===== src/rtl/dram_rd_arbiter.sv =====
// ---------------------------------------------------------------------------
// dram_rd_arbiter
//
// Two-master AXI read (AR/R) arbiter in front of the DRAM wrapper. Master 0
// is instruction fetch, master 1 is data/DMA. One burst is in flight at a
// time: a winner is picked in IDLE, its AR fields are registered and
// presented to the wrapper in ADDR, and the R beats are passed straight
// through to the owner in DATA.
//
// Selection prefers a request that targets the currently open DRAM row
// (address bits [24:14]) to avoid precharge/activate cycles; a streak
// counter forces the other master in after MAX_STREAK consecutive contested
// grants so neither side starves.
//
// Ports
//   clk, rst         clock, synchronous active-high reset
//   m_arvalid[1:0]   per-master AR valid
//   m_arready[1:0]   per-master AR ready (combinational, IDLE only)
//   m_araddr         master i address at [i*ADDR_W +: ADDR_W]
//   m_arlen          master i burst length at [i*LEN_W +: LEN_W]
//   m_arid           master i ID at [i*ID_W +: ID_W]
//   m_rvalid[1:0]    per-master R valid (owner only)
//   m_rready[1:0]    per-master R ready
//   m_rdata/rid/rresp/rlast  shared R payload
//   s_ar*            AR channel to the DRAM wrapper (registered fields)
//   s_arid           {grant index, master ID}
//   s_r*             R channel from the DRAM wrapper
// ---------------------------------------------------------------------------
module dram_rd_arbiter #(
   parameter int ID_W       = 4,
   parameter int LEN_W      = 4,
   parameter int ADDR_W     = 32,
   parameter int DATA_W     = 32,
   parameter int MAX_STREAK = 4
) (
   input  logic                  clk,
   input  logic                  rst,
   input  logic [1:0]            m_arvalid,
   output logic [1:0]            m_arready,
   input  logic [2*ADDR_W-1:0]   m_araddr,
   input  logic [2*LEN_W-1:0]    m_arlen,
   input  logic [2*ID_W-1:0]     m_arid,
   output logic [1:0]            m_rvalid,
   input  logic [1:0]            m_rready,
   output logic [DATA_W-1:0]     m_rdata,
   output logic [ID_W-1:0]       m_rid,
   output logic [1:0]            m_rresp,
   output logic                  m_rlast,
   output logic                  s_arvalid,
   input  logic                  s_arready,
   output logic [ADDR_W-1:0]     s_araddr,
   output logic [LEN_W-1:0]      s_arlen,
   output logic [1:0]            s_arburst,
   output logic [2:0]            s_arsize,
   output logic [ID_W:0]         s_arid,
   input  logic                  s_rvalid,
   output logic                  s_rready,
   input  logic [DATA_W-1:0]     s_rdata,
   input  logic [ID_W:0]         s_rid,
   input  logic [1:0]            s_rresp,
   input  logic                  s_rlast
);

   localparam int SW = $clog2(MAX_STREAK + 1);
   localparam logic [SW-1:0] STREAK_MAX = SW'(MAX_STREAK);

   typedef enum logic [1:0] {IDLE, ADDR, DATA} state_t;

   state_t state, state_nxt;

   logic              rr;
   logic              last_g;
   logic              owner;
   logic [SW-1:0]     streak;
   logic [SW-1:0]     streak_nxt;
   logic              row_valid;
   logic [10:0]       last_row;
   logic [ADDR_W-1:0] ar_addr;
   logic [LEN_W-1:0]  ar_len;
   logic [ID_W:0]     ar_id;

   logic [ADDR_W-1:0] addr0, addr1;
   logic [LEN_W-1:0]  len0, len1;
   logic [ID_W-1:0]   id0, id1;
   logic              hit0, hit1;
   logic              both;
   logic              grant;
   logic              g;

   // The grant index travels in s_rid's top bit, but routing uses the
   // registered owner, so that bit is intentionally not consumed.
   logic              unused_rid_msb;
   assign unused_rid_msb = s_rid[ID_W];

   assign addr0 = m_araddr[0 +: ADDR_W];
   assign addr1 = m_araddr[ADDR_W +: ADDR_W];
   assign len0  = m_arlen[0 +: LEN_W];
   assign len1  = m_arlen[LEN_W +: LEN_W];
   assign id0   = m_arid[0 +: ID_W];
   assign id1   = m_arid[ID_W +: ID_W];

   assign hit0  = m_arvalid[0] & row_valid & (addr0[24:14] == last_row);
   assign hit1  = m_arvalid[1] & row_valid & (addr1[24:14] == last_row);
   assign both  = &m_arvalid;
   assign grant = (state == IDLE) & (|m_arvalid);

   // Winner: lone requester, then starvation guard, then row hit, then rr.
   always_comb begin
      if (!both)
         g = m_arvalid[1];
      else if (streak >= STREAK_MAX)
         g = ~last_g;
      else if (hit0 ^ hit1)
         g = hit1;
      else
         g = rr;
   end

   // Streak only counts grants made while the other master was waiting.
   always_comb begin
      if (!both)
         streak_nxt = '0;
      else if (g != last_g)
         streak_nxt = SW'(1);
      else if (streak >= STREAK_MAX)
         streak_nxt = STREAK_MAX;
      else
         streak_nxt = streak + 1'b1;
   end

   // FSM state register
   always_ff @(posedge clk) begin
      if (rst)
         state <= IDLE;
      else
         state <= state_nxt;
   end

   // FSM next state
   always_comb begin
      state_nxt = state;
      case (state)
         IDLE:    if (|m_arvalid) state_nxt = ADDR;
         ADDR:    if (s_arready) state_nxt = DATA;
         DATA:    if (s_rvalid && m_rready[owner] && s_rlast) state_nxt = IDLE;
         default: state_nxt = IDLE;
      endcase
   end

   // FSM outputs; m_arready is masked during reset so no grant is offered
   // while the registers are being cleared.
   always_comb begin
      m_arready = '0;
      m_rvalid  = '0;
      s_arvalid = 1'b0;
      s_rready  = 1'b0;
      case (state)
         IDLE: begin
            if (grant && !rst)
               m_arready[g] = 1'b1;
         end
         ADDR: begin
            s_arvalid = 1'b1;
         end
         DATA: begin
            m_rvalid[owner] = s_rvalid;
            s_rready        = m_rready[owner];
         end
         default: begin
            s_arvalid = 1'b0;
         end
      endcase
   end

   // Grant bookkeeping, captured AR fields and open-row tracker
   always_ff @(posedge clk) begin
      if (rst) begin
         rr        <= 1'b0;
         last_g    <= 1'b0;
         owner     <= 1'b0;
         streak    <= '0;
         row_valid <= 1'b0;
         last_row  <= '0;
         ar_addr   <= '0;
         ar_len    <= '0;
         ar_id     <= '0;
      end else begin
         if (grant) begin
            ar_addr <= g ? addr1 : addr0;
            ar_len  <= g ? len1 : len0;
            ar_id   <= {g, (g ? id1 : id0)};
            owner   <= g;
            rr      <= ~g;
            last_g  <= g;
            streak  <= streak_nxt;
         end
         if (state == ADDR && s_arready) begin
            row_valid <= 1'b1;
            last_row  <= ar_addr[24:14];
         end
      end
   end

   assign s_araddr  = ar_addr;
   assign s_arlen   = ar_len;
   assign s_arid    = ar_id;
   assign s_arburst = 2'b01;
   assign s_arsize  = 3'b010;

   assign m_rdata = s_rdata;
   assign m_rid   = s_rid[ID_W-1:0];
   assign m_rresp = s_rresp;
   assign m_rlast = s_rlast;

endmodule


===== config.mk =====
export PLATFORM = sky130hd
export DESIGN_NAME = dram_rd_arbiter
export DESIGN_NICKNAME = d
export VERILOG_FILES = /design/src/rtl/dram_rd_arbiter.sv
export SDC_FILE = /design/constraint.sdc
export NUM_CORES = 1
export LEC_CHECK = 0
export BUFFER_PORTS_ARGS = -buffer_cell sky130_fd_sc_hd__buf_2
export CAP_MARGIN = 5
export CORE_MARGIN = 10
export CORE_UTILIZATION = 43
export CTS_BUF_LIST = sky130_fd_sc_hd__clkbuf_8
export DETAILED_ROUTE_END_ITERATION = 8
export PLACE_DENSITY = 0.93
export SETUP_SLACK_MARGIN = 0.05
export SLEW_MARGIN = 20
export SYNTH_ARGS = -nofsm -noshare
export SYNTH_HDL_FRONTEND = slang
export SYNTH_SLANG_ARGS = --single-unit

===== constraint.sdc =====
create_clock -name clk -period 3.99 [get_ports clk]
set_input_delay 0.798 -clock clk [delete_from_list [all_inputs] [get_ports clk]]
set_output_delay 0.798 -clock clk [all_outputs]
set_load 0.01 [all_outputs]

==> impl_metrics.csv <==
group,metric,value,unit
power_and_ir_drop,p_int,1.102,mW
drt,drc,0,
logic_synthesis,ys_seq_area_share,37.82,%
logic_synthesis,yosysMostFrequentCell,"dfxtp_1",
logic_synthesis,yosys.area.top_type,"dfxtp_1",
logic_synthesis,synth_edf_count,0,
clock_network,cts_tree,"built",
clock_network,ctsResizeCount,0,
global_routing,grt_max_degree,41,
logic_synthesis,synth_common_cells,"dfxtp_1, buf_4, and2_1",
drt,routed_wl,9271,microns
floorplan,ios,219,
worst_setup_path,cp_common_cell,"buf_2",
worst_setup_path,crit_type,"in2out",
drt,final_antenna_net_count,0,
logic_synthesis,synth_top_area_share,37.82,%
clock_network,post_cts_buffers,0,
floorplan,rows,31,
worst_setup_path,rr_startpoint,"last_row[2]",
logic_synthesis,ys_ff_latch,59,
global_routing,grt_pass1_wl,14760,microns
clock_network,htree_levels,3,
worst_setup_path,crit_chain,"buf_2, xor2_1, nor4_4, nand3_1, maj3_2, a2111oi_4, buf_2",
worst_setup_path,end_kind,"primary output",
floorplan,die_height,105.2,microns
run,maxCapViolations,0,
power_and_ir_drop,seqPwrFrac,43.8,%
worst_setup_path,crit_buf_inv,2,
sta,finalHoldViolations,0,
drt,drt-pass1-iter-count,4,
drt,via_per_inst,5.235,
power_and_ir_drop,p_switching,0.4590,mW
sta,max_freq,0.2946,GHz
layout,area_growth,19.51,%
placement,hpwl,7055,microns
min_path,hold_path_end,"last_row[8]",
worst_setup_path,crit_path_max_fanout,4,
worst_setup_path,crit_slowest_cell,"a2111oi_4",
sta,finalHoldWorstSlack,0.4590,ns
logic_synthesis,syn-cell-area,3123,sq um
layout,nNetsFinal,549,
clock_network,ctsHoldBuffers,0,
power_and_ir_drop,p_per_area,418.1,nW/um^2
power_and_ir_drop,peakVddDrop,180.2,uV
status,outcome,"completed",
layout,diodes,0,
sta,fin_crit_sh,85.08,%
sta,rsz0062_at_grt,"no",
global_routing,grtUsageTotal,16.24,%
logic_synthesis,yosysWarnings,0,
floorplan,die_w,105.2,microns
sta,final-setup-viol-count,0,
layout,drive_gt1_share,39.15,%
min_path,min_from,"s_araddr[22]",
sta,slew-limit-headroom,67.19,%
worst_setup_path,reg2reg_depth,7,
layout,design_area,3732,sq um
global_routing,grt_overflow,0,
worst_setup_path,worstPathRequired,3.19,ns
logic_synthesis,ys_dominant_reg_cell,"dfxtp_1",
floorplan,coreArea,7176,sq um
logic_synthesis,synth_area_leaders,"dfxtp_1, a221o_1, buf_4",
power_and_ir_drop,combPwrFrac,20.5,%
sta,timing.final.crit_period,3.395,ns
sta,tightest_slew,0.4871,ns
worst_setup_path,crit_path_max_incr_delay,0.41,ns
power_and_ir_drop,p_sw_share,29.41,%
clock_network,cts_root_buf,"clkbuf_8",
power_and_ir_drop,p_leak,1.733,nW
sta,tns,0,ns
worst_setup_path,rrSetupSlack,1.36,ns
placement,port_buffers,136,
power_and_ir_drop,p_clk_share,35.7,%
logic_synthesis,yosys.cell_types.count,42,
min_path,min_path_cells,2,
global_routing,antenna_found_initial,0,
drt,routedWlPerCell,17.73,microns
drt,vias,2738,
sta,skew,0.01271,ns
worst_setup_path,start_kind,"input pin",
placement,placed_area,3530,sq um
layout,n_fill_cell,654,
floorplan,die-area,11070,sq um
drt,dr.first_iter.drc_count,88,
clock_network,clkSinkCount,59,
placement,gp_congestion,0.8270,
clock_network,clk_pin_slew,0.07,ns
logic_synthesis,synthCells,330,
min_path,hold_path.class,"reg2reg",
worst_setup_path,cp.arrival,2.60,ns
sta,maxSlewViolCount,0,
clock_network,clock_latency,0.34,ns
worst_setup_path,crit_family,"simple AND/OR/NAND/NOR gates",
logic_synthesis,synth.avg_cell_area,9.464,sq um
clock_network,numCtsBuffers,9,
global_routing,grt_pass1_vias,3023,
logic_synthesis,async_flop_share,0,%
floorplan,start_util,43.52,%
clock_network,cts_buffer_depth,2,
worst_setup_path,r2r-end,"s_araddr[0]",
layout by cell type (no fill, tap or decap), drive strengths merged, types with 2 or more instances in the layout:
cell	synthesis	final
buf	51	139
dfxtp	59	59
and2	41	41
a221o	40	40
nand2	30	30
a21oi	16	16
xnor2	12	12
xor2	11	11
clkbuf	13	10
nor2	10	10
conb	2	5
nor4	5	5
nor2b	4	4
clkinv	0	4
inv	3	3
o21ai	3	3
nand4	2	2
nand3	2	2
mux2i	2	2
nor3	2	2
a211oi	2	2
a32o	2	2
ha	2	2
a2111oi	2	2
area by class of cell:
type | count | area (sq um) | area share [%]
clock buffers | 10 | 137.6 | 3.688
multi-input cells | 207 | 1510 | 40.46
well taps | 99 | 123.9 | 3.319
clock inverters | 6 | 65.06 | 1.743
flip-flops and latches | 59 | 1181 | 31.65
inverters | 3 | 11.26 | 0.3017
repair buffers | 139 | 703.2 | 18.84
state kept, by name, summed over array words and instances, names as in the netlist:
| name | flops |
|---|---|
| last_row | 11 |
| s_arlen | 4 |
| state | 2 |
| s_araddr | 32 |
| streak | 3 |
| s_arid | 4 |
| row_valid | 1 |
| rr | 1 |
| owner | 1 |
per-layer routing:
layer	GRT usage [%]	vias up	wire length [microns]	part of all wire, %
met5	0	-	0	0
met4	7.745	0	245	2.6
met3	8.526	25	1094	12
met2	26.80	164	4370	47
met1	16.68	1249	3560	38
li1	-	1300	-	-
worst min-delay path, delay by kind of cell (launching register included):
| kind | cells | cell delay, ns |
|---|---|---|
| AOI/OAI and AO/OA | 1 | 0.05 |
| and+or+nand+nor | 1 | 0.06 |
| DFF | 1 | 0.31 |
power by group through the flow:
stage               clock [mW]  sequential [mW]  combinational (mW)
CTS                      0.569            0.684               0.323
floorplan                    0            0.713               0.207
global route             0.590            0.692               0.348
detailed placement           0            0.695               0.322
global placement             0            0.694               0.311
finish                   0.557            0.684               0.320
kinds of logic (layout without fill, tap and decap cells):
logic type	after synthesis	in the layout	share of synthesized area (%)
and+or+nand+nor	101	101	18.75
AOI/OAI and AO/OA	73	73	20.39
buffers and inverters	67	158	14.54
DFF	59	59	37.82
xor gates and xnor gates	23	23	6.450
adders and majority gates	3	3	1.162
other	2	5	0.2405
muxes	2	2	0.6411
stage by stage:
| stage | power [mW] | std cells | setup slack [ns] | util (%) |
|---|---|---|---|---|
| final | 1.561 | 523 | 0.5953 | 52.01 |
| after global routing | 1.630 | 523 | 0.4839 | 52.01 |
| after CTS | 1.576 | 523 | 0.5893 | 52.01 |
| after detailed placement | 1.017 | 507 | 0.6039 | 49.19 |
| after global placement | 1.005 | 507 | 0.6225 | 49.19 |
| after floorplan | 0.9200 | 333 | 0.7067 | - |
worst max-delay path by stage:
stage / cells after the start / endpoint / from / slack [ns]
after global routing: 7 / m_arready[0] / m_araddr[23] / 0.48
after detailed placement: 7 / m_arready[0] / m_araddr[23] / 0.60
final: 7 / m_arready[0] / m_araddr[23] / 0.60
after CTS: 7 / m_arready[0] / m_araddr[23] / 0.59
after global placement: 7 / m_arready[0] / m_araddr[23] / 0.62
after floorplan: 7 / m_arready[0] / m_arvalid[0] / 0.71
Power figures use the tool's default switching activity.
